**src/rtl/timebase_gen_if.sv**
```systemverilog
// Control and status bundle for timebase_gen: run/clear in, square wave, tick and elapsed count out.
interface timebase_gen_if #(
   parameter int ELAPSED_W = 16
);
   logic                 start;
   logic                 clear;
   logic                 sq;
   logic                 tick;
   logic [ELAPSED_W-1:0] elapsed;
   logic                 sat;

   modport master (output start, clear, input sq, tick, elapsed, sat);
   modport slave  (input start, clear, output sq, tick, elapsed, sat);
endinterface

```
**src/rtl/timebase_gen.sv**
```systemverilog
// Timebase: sq/tick at TICK_HZ from clk, saturating elapsed count; all outputs registered, first tick HALF edges after reset.
// No backpressure; start=0 freezes state. TIMEBASE_BCD_EN selects packed-BCD elapsed instead of binary.
module timebase_gen #(
   parameter int CLK_HZ    = 50_000_000,
   parameter int TICK_HZ   = 10,
   parameter int CNT_W     = 32,
   parameter int ELAPSED_W = 16
) (
   input logic           clk,
   input logic           rst,
   timebase_gen_if.slave bus
);
   localparam int HALF = CLK_HZ / (2 * TICK_HZ);
   localparam logic [CNT_W-1:0] LAST = CNT_W'(HALF - 1);

   logic [CNT_W-1:0]     cnt;
   logic                 sq_q;
   logic                 tick_q;
   logic                 sat_q;
   logic [ELAPSED_W-1:0] elapsed_q;
   logic [ELAPSED_W-1:0] elapsed_inc;
   logic                 wrap;

   assign wrap = (cnt == LAST);

`ifdef TIMEBASE_BCD_EN
   localparam int DIGITS = ELAPSED_W / 4;
   localparam logic [ELAPSED_W-1:0] MAX = {DIGITS{4'h9}};

   // Decimal increment: each digit wraps 9->0 and passes the carry up within the cycle.
   always_comb begin
      logic carry;
      elapsed_inc = elapsed_q;
      carry       = 1'b1;
      for (int i = 0; i < DIGITS; i++) begin
         if (carry) begin
            if (elapsed_q[4*i +: 4] == 4'd9) begin
               elapsed_inc[4*i +: 4] = 4'd0;
            end else begin
               elapsed_inc[4*i +: 4] = elapsed_q[4*i +: 4] + 4'd1;
               carry                 = 1'b0;
            end
         end
      end
   end
`else
   localparam logic [ELAPSED_W-1:0] MAX = '1;

   assign elapsed_inc = elapsed_q + ELAPSED_W'(1);
`endif

   always_ff @(posedge clk) begin
      if (rst || bus.clear) begin
         cnt       <= '0;
         sq_q      <= 1'b0;
         tick_q    <= 1'b0;
         elapsed_q <= '0;
         sat_q     <= 1'b0;
      end else if (bus.start) begin
         if (wrap) begin
            cnt    <= '0;
            sq_q   <= ~sq_q;
            tick_q <= ~sq_q;
            // Only the rising half advances the count; at MAX the count holds but sq/tick keep going.
            if (!sq_q && (elapsed_q != MAX)) begin
               elapsed_q <= elapsed_inc;
               sat_q     <= (elapsed_inc == MAX);
            end
         end else begin
            cnt    <= cnt + CNT_W'(1);
            tick_q <= 1'b0;
         end
      end else begin
         tick_q <= 1'b0;
      end
   end

   assign bus.sq      = sq_q;
   assign bus.tick    = tick_q;
   assign bus.elapsed = elapsed_q;
   assign bus.sat     = sat_q;
endmodule

```
**src/flat_wrapper.sv**
```systemverilog
// flat-port wrapper written by rule: the top's interface ports become plain ports
module timebase_gen_flat 
#(
   parameter int CLK_HZ    = 50_000_000,
   parameter int TICK_HZ   = 10,
   parameter int CNT_W     = 32,
   parameter int ELAPSED_W = 16
)
  (clk, rst, bus_start, bus_clear, bus_sq, bus_tick, bus_elapsed, bus_sat);
  timebase_gen_if #(.ELAPSED_W(ELAPSED_W)) bus_i ();
  input logic clk;
  input logic rst;
  input wire logic [$bits(bus_i.start)-1:0] bus_start;
  input wire logic [$bits(bus_i.clear)-1:0] bus_clear;
  output wire logic [$bits(bus_i.sq)-1:0] bus_sq;
  output wire logic [$bits(bus_i.tick)-1:0] bus_tick;
  output wire logic [$bits(bus_i.elapsed)-1:0] bus_elapsed;
  output wire logic [$bits(bus_i.sat)-1:0] bus_sat;
  assign bus_i.start = bus_start;
  assign bus_i.clear = bus_clear;
  assign bus_sq = bus_i.sq;
  assign bus_tick = bus_i.tick;
  assign bus_elapsed = bus_i.elapsed;
  assign bus_sat = bus_i.sat;
  timebase_gen #(.CLK_HZ(CLK_HZ), .TICK_HZ(TICK_HZ), .CNT_W(CNT_W), .ELAPSED_W(ELAPSED_W)) u_core (.clk(clk), .rst(rst), .bus(bus_i));
endmodule
```
**config.mk**
```make
export PLATFORM = sky130hd
export DESIGN_NAME = timebase_gen_flat
export DESIGN_NICKNAME = d
export VERILOG_FILES = /design/src/rtl/timebase_gen_if.sv /design/src/rtl/timebase_gen.sv /design/src/flat_wrapper.sv
export SDC_FILE = /design/constraint.sdc
export NUM_CORES = 1
export LEC_CHECK = 0
export BUFFER_PORTS_ARGS = -buffer_cell sky130_fd_sc_hd__buf_4
export CAP_MARGIN = 20
export CORE_MARGIN = 8
export CORE_UTILIZATION = 51
export DETAILED_ROUTE_END_ITERATION = 10
export PLACE_DENSITY = 0.7
export SLEW_MARGIN = 10
export SYNTH_ARGS = -nofsm -noshare
export SYNTH_HDL_FRONTEND = slang
export SYNTH_SLANG_ARGS = --single-unit
```
**constraint.sdc**
```tcl
create_clock -name clk -period 2.4 [get_ports clk]
set_input_delay 0.48 -clock clk [delete_from_list [all_inputs] [get_ports clk]]
set_output_delay 0.48 -clock clk [all_outputs]
set_load 0.03 [all_outputs]
```
==> flow_summary.yaml, run 1 <==
placement:
  dpl.hpwl_microns: 4020
  portBuffers: 22
  routabilityCongestion: 0.806
  post-place-ws_ns: 0.198
  placed_area_sq_um: 2780
  placed_cells: 388
logic_synthesis:
  muxShareOfSynthArea_pct: 0.400
  syn_area_sq_um: 2500
  yosysSeqAreaShare_pct: 40.8
  synth-simple-area-share_pct: 34.5
  synth_xor_area_share_pct: 16.1
  yosys_warnings: 0
  synth_top_area_share_pct: 40.8
  synth_compound_area_share_pct: 3.50
  synth_cell_types: 40
  yosysTopAreaCell: "dfxtp_1"
  synthAdderAreaFrac_pct: 1.50
  syn_nets: 308
  avgSynthCellArea_sq_um: 8.31
  netlist_instances: 301
  synth_top_family_by_area: "simple AND/OR/NAND/NOR gates"
  ys.flop_type: "dfxtp_1"
  synthTopCellsByArea: "dfxtp_1, xor2_1, nor2_1"
  synth_edf_count: 0
  async_flop_share_pct: 0
  ys_ff_latch: 51
sta:
  slew_viol_final: 0
  setup-violations-final: 0
  rsz0062_at_grt: "false"
  skew_ns: 0.0105
  fin_crit_ns: 2.23
  tns_ns: 0
  hold_viol_final: 0
  fin_ws_ns: 0.169
  tightestPinTransition_ns: 0.499
  period_share_pct: 93.0
  slew_headroom_pct: 66.3
  timing.fmax_mhz: 448
pwr:
  p_leak_uw: 0.000958
  powerDensity_nw_per_um2: 493
  irDropWorstVdd_v: 0.000349
drt:
  routed_wl_microns: 5460
  vias_per_cell: 5.52
  ant_nets: 0
  drtIter0Drc: 138
  remaining_drc_errors: 0
  routedWlPerCell_microns: 13.8
  firstDrtPassIters: 4
  num_vias: 2186
clocking:
  htree_levels: 2
  path_clk_slew_ns: 0.09
  cts_hold_buf: 0
  cts_tree: "yes"
  cts_sinks: 51
  clock_latency_ns: 0.31
  cts_resized: 0
  cts_root_buf: "clkbuf_8"
  numCtsBuffers: 5
  cts_setup_buffers: 0
  cts_buffer_depth: 2
worst_setup_path:
  worstRegToRegCells: 5
  crit_chain: "nand4_1, or4b_1, or4_4, or3_1, a21oi_1"
  timing.rr.start: "u_core.cnt[9]$_SDFFE_PP0P_"
  end_kind: "register"
  arrival_ns: 2.47
  worstSetupPathType: "reg -> reg"
  path_max_fanout: 6
  cp_data_required_time_ns: 2.64
  r2r_slack_ns: 0.17
  reg2reg_to: "u_core.cnt[26]$_SDFFE_PP0P_"
  max_stage_delay_ns: 0.57
  critPathLaunchType: "register"
  critPathSlowestCell: "or4b_1"
cells_and_area:
  fillCellCount: 426
  fin_nets: 335
  stdcell_count: 396
  drive_gt1_share_pct: 14.6
  diodes: 0
  mostFrequentLayoutCells: "nor2_1, dfxtp_1, xor2_1"
  final_common_cell: "nor2_1"
  area_delta_synth_final_pct: 15.5
  stdcell_area_sq_um: 2890
worst_hold_path:
  min_from: "u_core.bus.sat$_SDFFE_PP0P_"
  hp-class: "reg -> reg"
  min_to: "u_core.bus.sat$_SDFFE_PP0P_"
  min_delay_path_depth: 2
floorplanning:
  start_util_pct: 53.0
  die_area_sq_um: 7400
  num_io_pins: 23
  core_area_sq_um: 4720
  rows: 25
  die_x_microns: 86.0
  die_y_microns: 86.0
grt:
  antenna_found_initial: 0
  grt_max_degree: 33
  grt_pass1_vias: 1968
  gr-total-overflow: 0
  grt_pass1_wl_microns: 9370
  grt_use_total_pct: 15.5
outcome:
  outcome: "finished, final reports clean"
flow_run:
  cap_violations: 0
[critical path: cells and delay by family, from the launching register on]
kind | cells | cell delay [ns]
simple gates | 4 | 1.61
compound gates | 1 | 0.15
flops | 1 | 0.41
[registers in the layout (all words and copies together), names as in the netlist]
signal	count
u_core.cnt	32
u_core.bus.elapsed	16
u_core.bus.sat	1
u_core.bus.sq	1
u_core.bus.tick	1
[Yosys cell counts (all sizes together) (3+ instances only)]
library cell  instances
a21oi                 8
and3                  6
and4                  3
buf                   3
clkbuf               10
dfxtp                51
ha                    3
inv                   3
nand2                23
nand3                22
nand4                20
nor2                 54
nor3                  9
nor4                  5
nor4b                 3
o21ai                 8
or3                   5
or4                   4
xnor2                12
xor2                 34
[cell families (layout without fill, tap and decap cells)]
| group | count (synthesis) | count (layout) |
|---|---|---|
| xor+xnor | 46 | 46 |
| compound gates | 17 | 17 |
| mux | 1 | 1 |
| simple gates | 167 | 167 |
| buf+inv | 16 | 44 |
| flops | 51 | 51 |
| fa+ha+maj | 3 | 3 |
[through the flow]
stage,total power [uW],hold slack [ns],utilization [%]
CTS,1440,0.479,61.1
detailed placement,899,0.464,58.9
floorplan,889,0.467,-
global route,1480,0.502,61.1
finish,1420,0.476,61.1
global placement,899,0.460,58.9
[how the worst max path moves through the flow]
| stage | startpoint | end |
|---|---|---|
| after floorplan | u_core.bus.elapsed[0]$_SDFFE_PP0P_ | u_core.bus.sat$_SDFFE_PP0P_ |
| after global placement | u_core.bus.elapsed[0]$_SDFFE_PP0P_ | u_core.bus.sat$_SDFFE_PP0P_ |
| after detailed placement | u_core.cnt[7]$_SDFFE_PP0P_ | u_core.cnt[26]$_SDFFE_PP0P_ |
| after CTS | u_core.cnt[7]$_SDFFE_PP0P_ | u_core.cnt[26]$_SDFFE_PP0P_ |
| after global routing | u_core.cnt[7]$_SDFFE_PP0P_ | u_core.cnt[26]$_SDFFE_PP0P_ |
| final | u_core.cnt[9]$_SDFFE_PP0P_ | u_core.cnt[26]$_SDFFE_PP0P_ |
[layer usage]
metal / vias to the layer above / track usage (%) / share of wire (%)
met5: - / 0 / 0
met4: 0 / 4.46 / 1.1
met2: 54 / 23.3 / 46
met1: 1031 / 20.9 / 46
li1: 1094 / - / -
met3: 7 / 4.11 / 6.9
[layout make-up]
type | count | area (sq um) | area share [%]
Multi-Input combinational cell | 234 | 1410 | 48.7
Sequential cell | 51 | 1020 | 35.4
Timing Repair Buffer | 33 | 260 | 9.01
Clock buffer | 7 | 96.3 | 3.34
Tap cell | 67 | 83.8 | 2.90
Inverter | 3 | 11.3 | 0.390
Clock inverter | 1 | 7.51 | 0.260
[power by group]
part | internal (uW) | total (uW) | switching, uW
clock network | 263 | 544 | 282
logic | 11.8 | 31.3 | 19.5
registers | 847 | 848 | 1.37
total | 1120 | 1420 | 303
Note: power is estimated with default switching activity, not from simulation.
==> run 2: changes to the inputs <==
==> constraint.sdc (replaced) <==
create_clock -name clk -period 2.4 [get_ports clk]
set_input_delay 0.48 -clock clk [delete_from_list [all_inputs] [get_ports clk]]
set_output_delay 0.48 -clock clk [all_outputs]
set_load 0.1 [all_outputs]
==> flow_summary.yaml, run 2 (same netlist as run 1, synthesis figures left out) <==
worst_setup_path:
  path_max_fanout: 8
  end_kind: "register"
  arrival_ns: 2.44
  cp_data_required_time_ns: 2.63
  critPathLaunchType: "register"
  worstSetupPathType: "reg -> reg"
  r2r_slack_ns: 0.20
sta:
  period_share_pct: 91.7
  slew_headroom_pct: 68.3
  slew_viol_final: 0
  tightestPinTransition_ns: 0.469
  tns_ns: 0
  skew_ns: 0.00589
  fin_crit_ns: 2.20
  hold_viol_final: 0
  timing.fmax_mhz: 454
  fin_ws_ns: 0.199
  holdWs_ns: 0.474
  setup-violations-final: 0
  rsz0062_at_grt: "false"
drt:
  num_vias: 2137
  drtIter0Drc: 141
  remaining_drc_errors: 0
  vias_per_cell: 5.45
  routedWlPerCell_microns: 13.7
  firstDrtPassIters: 4
  ant_nets: 0
  routed_wl_microns: 5380
cells_and_area:
  stdcell_count: 392
  fillCellCount: 442
  drive_gt1_share_pct: 16.6
  diodes: 0
  regArea_sq_um: 1040
  fin_nets: 331
  final_common_cell: "nor2_1"
  area_delta_synth_final_pct: 15.1
  multi_input_comb_area_sq_um: 1410
  largest_reg_flops: 32
  top_register: "u_core.cnt"
  mostFrequentLayoutCells: "nor2_1, dfxtp_1, xor2_1"
grt:
  grt_pass1_vias: 1958
  grt_pass1_wl_microns: 9160
  gr-total-overflow: 0
  antenna_found_initial: 0
  grt_use_total_pct: 15.1
  grt_max_degree: 33
clocking:
  numCtsBuffers: 5
  cts_setup_buffers: 0
  clock_latency_ns: 0.30
  cts_hold_buf: 0
  cts_root_buf: "clkbuf_8"
  cts_sinks: 51
  htree_levels: 2
  cts_buffer_depth: 2
  path_clk_slew_ns: 0.09
  cts_tree: "yes"
  cts_resized: 0
floorplanning:
  die_x_microns: 86.0
  die_area_sq_um: 7400
  rows: 25
  num_io_pins: 23
  core_area_sq_um: 4720
  start_util_pct: 53.0
  die_y_microns: 86.0
outcome:
  outcome: "finished, final reports clean"
pwr:
  powerDensity_nw_per_um2: 488
  irDropWorstVdd_v: 0.000280
  p_leak_uw: 0.000944
  power_uw: 1410
flow_run:
  cap_violations: 0
placement:
  dpl.hpwl_microns: 3970
  post-place-ws_ns: 0.225
  placed_cells: 384
  portBuffers: 22
  routabilityCongestion: 0.815
worst_hold_path:
  hp-class: "reg -> reg"
[run 2: worst paths after layout]
kind                                 startpoint                          end  cells past startpoint
max          u_core.bus.elapsed[0]$_SDFFE_PP0P_  u_core.bus.sat$_SDFFE_PP0P_                      7
min                 u_core.bus.sat$_SDFFE_PP0P_  u_core.bus.sat$_SDFFE_PP0P_                      2
max reg2reg  u_core.bus.elapsed[0]$_SDFFE_PP0P_  u_core.bus.sat$_SDFFE_PP0P_                      7
min reg2reg         u_core.bus.sat$_SDFFE_PP0P_  u_core.bus.sat$_SDFFE_PP0P_                      2
[run 2: worst max-delay path, cell delays in order (launching register included)]
cell,delay (ns)
dfxtp_4,0.39
ha_1,0.29
and3_1,0.35
nand4_1,0.15
xnor2_1,0.20
nand2_1,0.08
or4_1,0.54
o21ai_0,0.14
[run 2: area by class of cell]
type                    count  area share, %
clock buffers               8           3.48
inverters                   3          0.391
multi-input cells         234           48.9
flip-flops and latches     51           36.3
well taps                  67           2.91
repair buffers             29           8.00
[run 2: metrics by stage]
step / cell area (sq um) / utilization [%]
finish: 2880 / 60.9
global route: 2880 / 60.9
CTS: 2880 / 60.9
detailed placement: 2780 / 58.8
global placement: 2780 / 58.8
floorplan: 2520 / -
[run 2: report_power, final]
part	internal [uW]	switching [uW]	total (uW)
sequential	842	1.36	843
combinational	11.8	19.0	30.7
clock	263	268	532
[run 2: layer usage]
metal | global-route usage, % | routed length [microns] | up-vias
met5 | 0 | 0 | -
met4 | 5.10 | 40 | 0
met3 | 4.01 | 310 | 4
met2 | 23.2 | 2380 | 45
met1 | 19.7 | 2660 | 1005
li1 | - | - | 1083
==> run 3: changes to the inputs <==
--- a/config.mk
+++ b/config.mk
@@ -8,9 +8,9 @@
 export BUFFER_PORTS_ARGS = -buffer_cell sky130_fd_sc_hd__buf_4
 export CAP_MARGIN = 20
 export CORE_MARGIN = 8
-export CORE_UTILIZATION = 51
+export CORE_UTILIZATION = 58
 export DETAILED_ROUTE_END_ITERATION = 10
-export PLACE_DENSITY = 0.7
+export PLACE_DENSITY = 0.78
 export SLEW_MARGIN = 10
 export SYNTH_ARGS = -nofsm -noshare
 export SYNTH_HDL_FRONTEND = slang
==> flow_summary.yaml, run 3 (same netlist as run 1, synthesis figures left out) <==
placement:
  portBuffers: 22
  placed_area_sq_um: 2760
  post-place-ws_ns: 0.163
  dpl.hpwl_microns: 3970
  routabilityCongestion: 0.886
clocking:
  cts_sinks: 51
  htree_levels: 2
  cts_resized: 0
  path_clk_slew_ns: 0.10
  clock_latency_ns: 0.31
  cts_buffer_depth: 2
  cts_root_buf: "clkbuf_8"
  cts_hold_buf: 0
  cts_tree: "yes"
  numCtsBuffers: 5
  cts_setup_buffers: 0
worst_setup_path:
  critPathSlowestCell: "or4b_1"
  critPathCapture: "u_core.cnt[28]$_SDFFE_PP0P_"
  r2r_slack_ns: 0.16
  end_kind: "register"
  arrival_ns: 2.48
  critPathLaunch: "u_core.cnt[9]$_SDFFE_PP0P_"
  cp.depth: 5
  path_delay_family: "simple AND/OR/NAND/NOR gates"
  max_stage_delay_ns: 0.57
  reg2reg_to: "u_core.cnt[28]$_SDFFE_PP0P_"
  crit_chain: "nand4_1, or4b_1, or4_4, or3_1, a21oi_1"
  timing.rr.start: "u_core.cnt[9]$_SDFFE_PP0P_"
  cp_data_required_time_ns: 2.64
  crit_buf_inv: 0
  path_max_fanout: 6
  worstSetupPathType: "reg -> reg"
  critPathLaunchType: "register"
  worstRegToRegCells: 5
drt:
  ant_nets: 0
  firstDrtPassIters: 4
  routedWlPerCell_microns: 14.3
  drtIter0Drc: 194
  remaining_drc_errors: 0
  num_vias: 2146
  routed_wl_microns: 5390
  vias_per_cell: 5.69
grt:
  grt_use_total_pct: 17.1
  gr-total-overflow: 0
  grt_pass1_wl_microns: 9000
  grt_max_degree: 33
  antenna_found_initial: 0
  grt_pass1_vias: 1972
flow_run:
  cap_violations: 0
sta:
  slew_headroom_pct: 68.6
  fin_ws_ns: 0.161
  slew_viol_final: 0
  rsz0062_at_grt: "false"
  tns_ns: 0
  timing.fmax_mhz: 447
  tightestPinTransition_ns: 0.465
  period_share_pct: 93.3
  setup-violations-final: 0
  fin_crit_ns: 2.24
  hold_viol_final: 0
  skew_ns: 0.0104
cells_and_area:
  drive_gt1_share_pct: 17.2
  stdcell_area_sq_um: 2870
  area_delta_synth_final_pct: 14.8
  mostFrequentLayoutCells: "nor2_1, dfxtp_1, xor2_1"
  fin_nets: 331
  largest_reg_flops: 32
  final_common_cell: "nor2_1"
  top_register: "u_core.cnt"
  diodes: 0
pwr:
  irDropWorstVdd_v: 0.000349
  powerDensity_nw_per_um2: 501
  p_leak_uw: 0.000945
floorplanning:
  start_util_pct: 58.7
  core_area_sq_um: 4260
  die_area_sq_um: 6670
  rows: 24
  die_y_microns: 81.7
  die_x_microns: 81.7
  num_io_pins: 23
worst_hold_path:
  min_delay_path_depth: 4
  hp-class: "in -> reg"
outcome:
  outcome: "finished, final reports clean"
-- run 3: through the flow --
step / cells / utilization, % / hold WS [ns] / total power, uW
after floorplan: 301 / - / 0.467 / 885
after global placement: 369 / 64.7 / 0.458 / 894
after detailed placement: 369 / 64.7 / 0.473 / 895
after CTS: 377 / 67.3 / 0.481 / 1450
after global routing: 377 / 67.3 / 0.492 / 1490
final: 377 / 67.3 / 0.482 / 1440
-- run 3: worst reg2reg max path, cell delays in order, from the launching register on --
cell	delay, ns
dfxtp_1	0.42
nand4_1	0.14
or4b_1	0.57
or4_4	0.56
or3_1	0.33
a21oi_1	0.17
-- run 3: final cells by class --
class / count / area (sq um)
Sequential cell: 51 / 1040
Fill cell: 357 / 1390
Multi-Input combinational cell: 234 / 1410
Clock inverter: 2 / 16.3
Tap cell: 52 / 65.1
Clock buffer: 6 / 93.8
Timing Repair Buffer: 29 / 230
Inverter: 3 / 11.3
-- run 3: layer usage --
| metal | share of wire, % | GRT usage (%) |
|---|---|---|
| met1 | 47 | 21.4 |
| met3 | 6.2 | 4.70 |
| met4 | 1.3 | 7.89 |
| met5 | 0 | 0 |
| met2 | 46 | 26.8 |
-- run 3: where the power goes --
part           total [uW]  internal [uW]  switching, uW
Clock                 564            272            292
Combinational        31.4           11.8           19.6
Sequential            843            842           1.41
-- run 3: how the worst min path moves through the flow --
stage,start,endpoint,slack [ns]
final,rst,u_core.bus.sat$_SDFFE_PP0P_,0.48
after global placement,u_core.bus.sat$_SDFFE_PP0P_,u_core.bus.sat$_SDFFE_PP0P_,0.46
after detailed placement,u_core.bus.sat$_SDFFE_PP0P_,u_core.bus.sat$_SDFFE_PP0P_,0.47
after global routing,rst,u_core.bus.sat$_SDFFE_PP0P_,0.49
after floorplan,u_core.cnt[26]$_SDFFE_PP0P_,u_core.cnt[26]$_SDFFE_PP0P_,0.47
after CTS,rst,u_core.bus.sat$_SDFFE_PP0P_,0.48
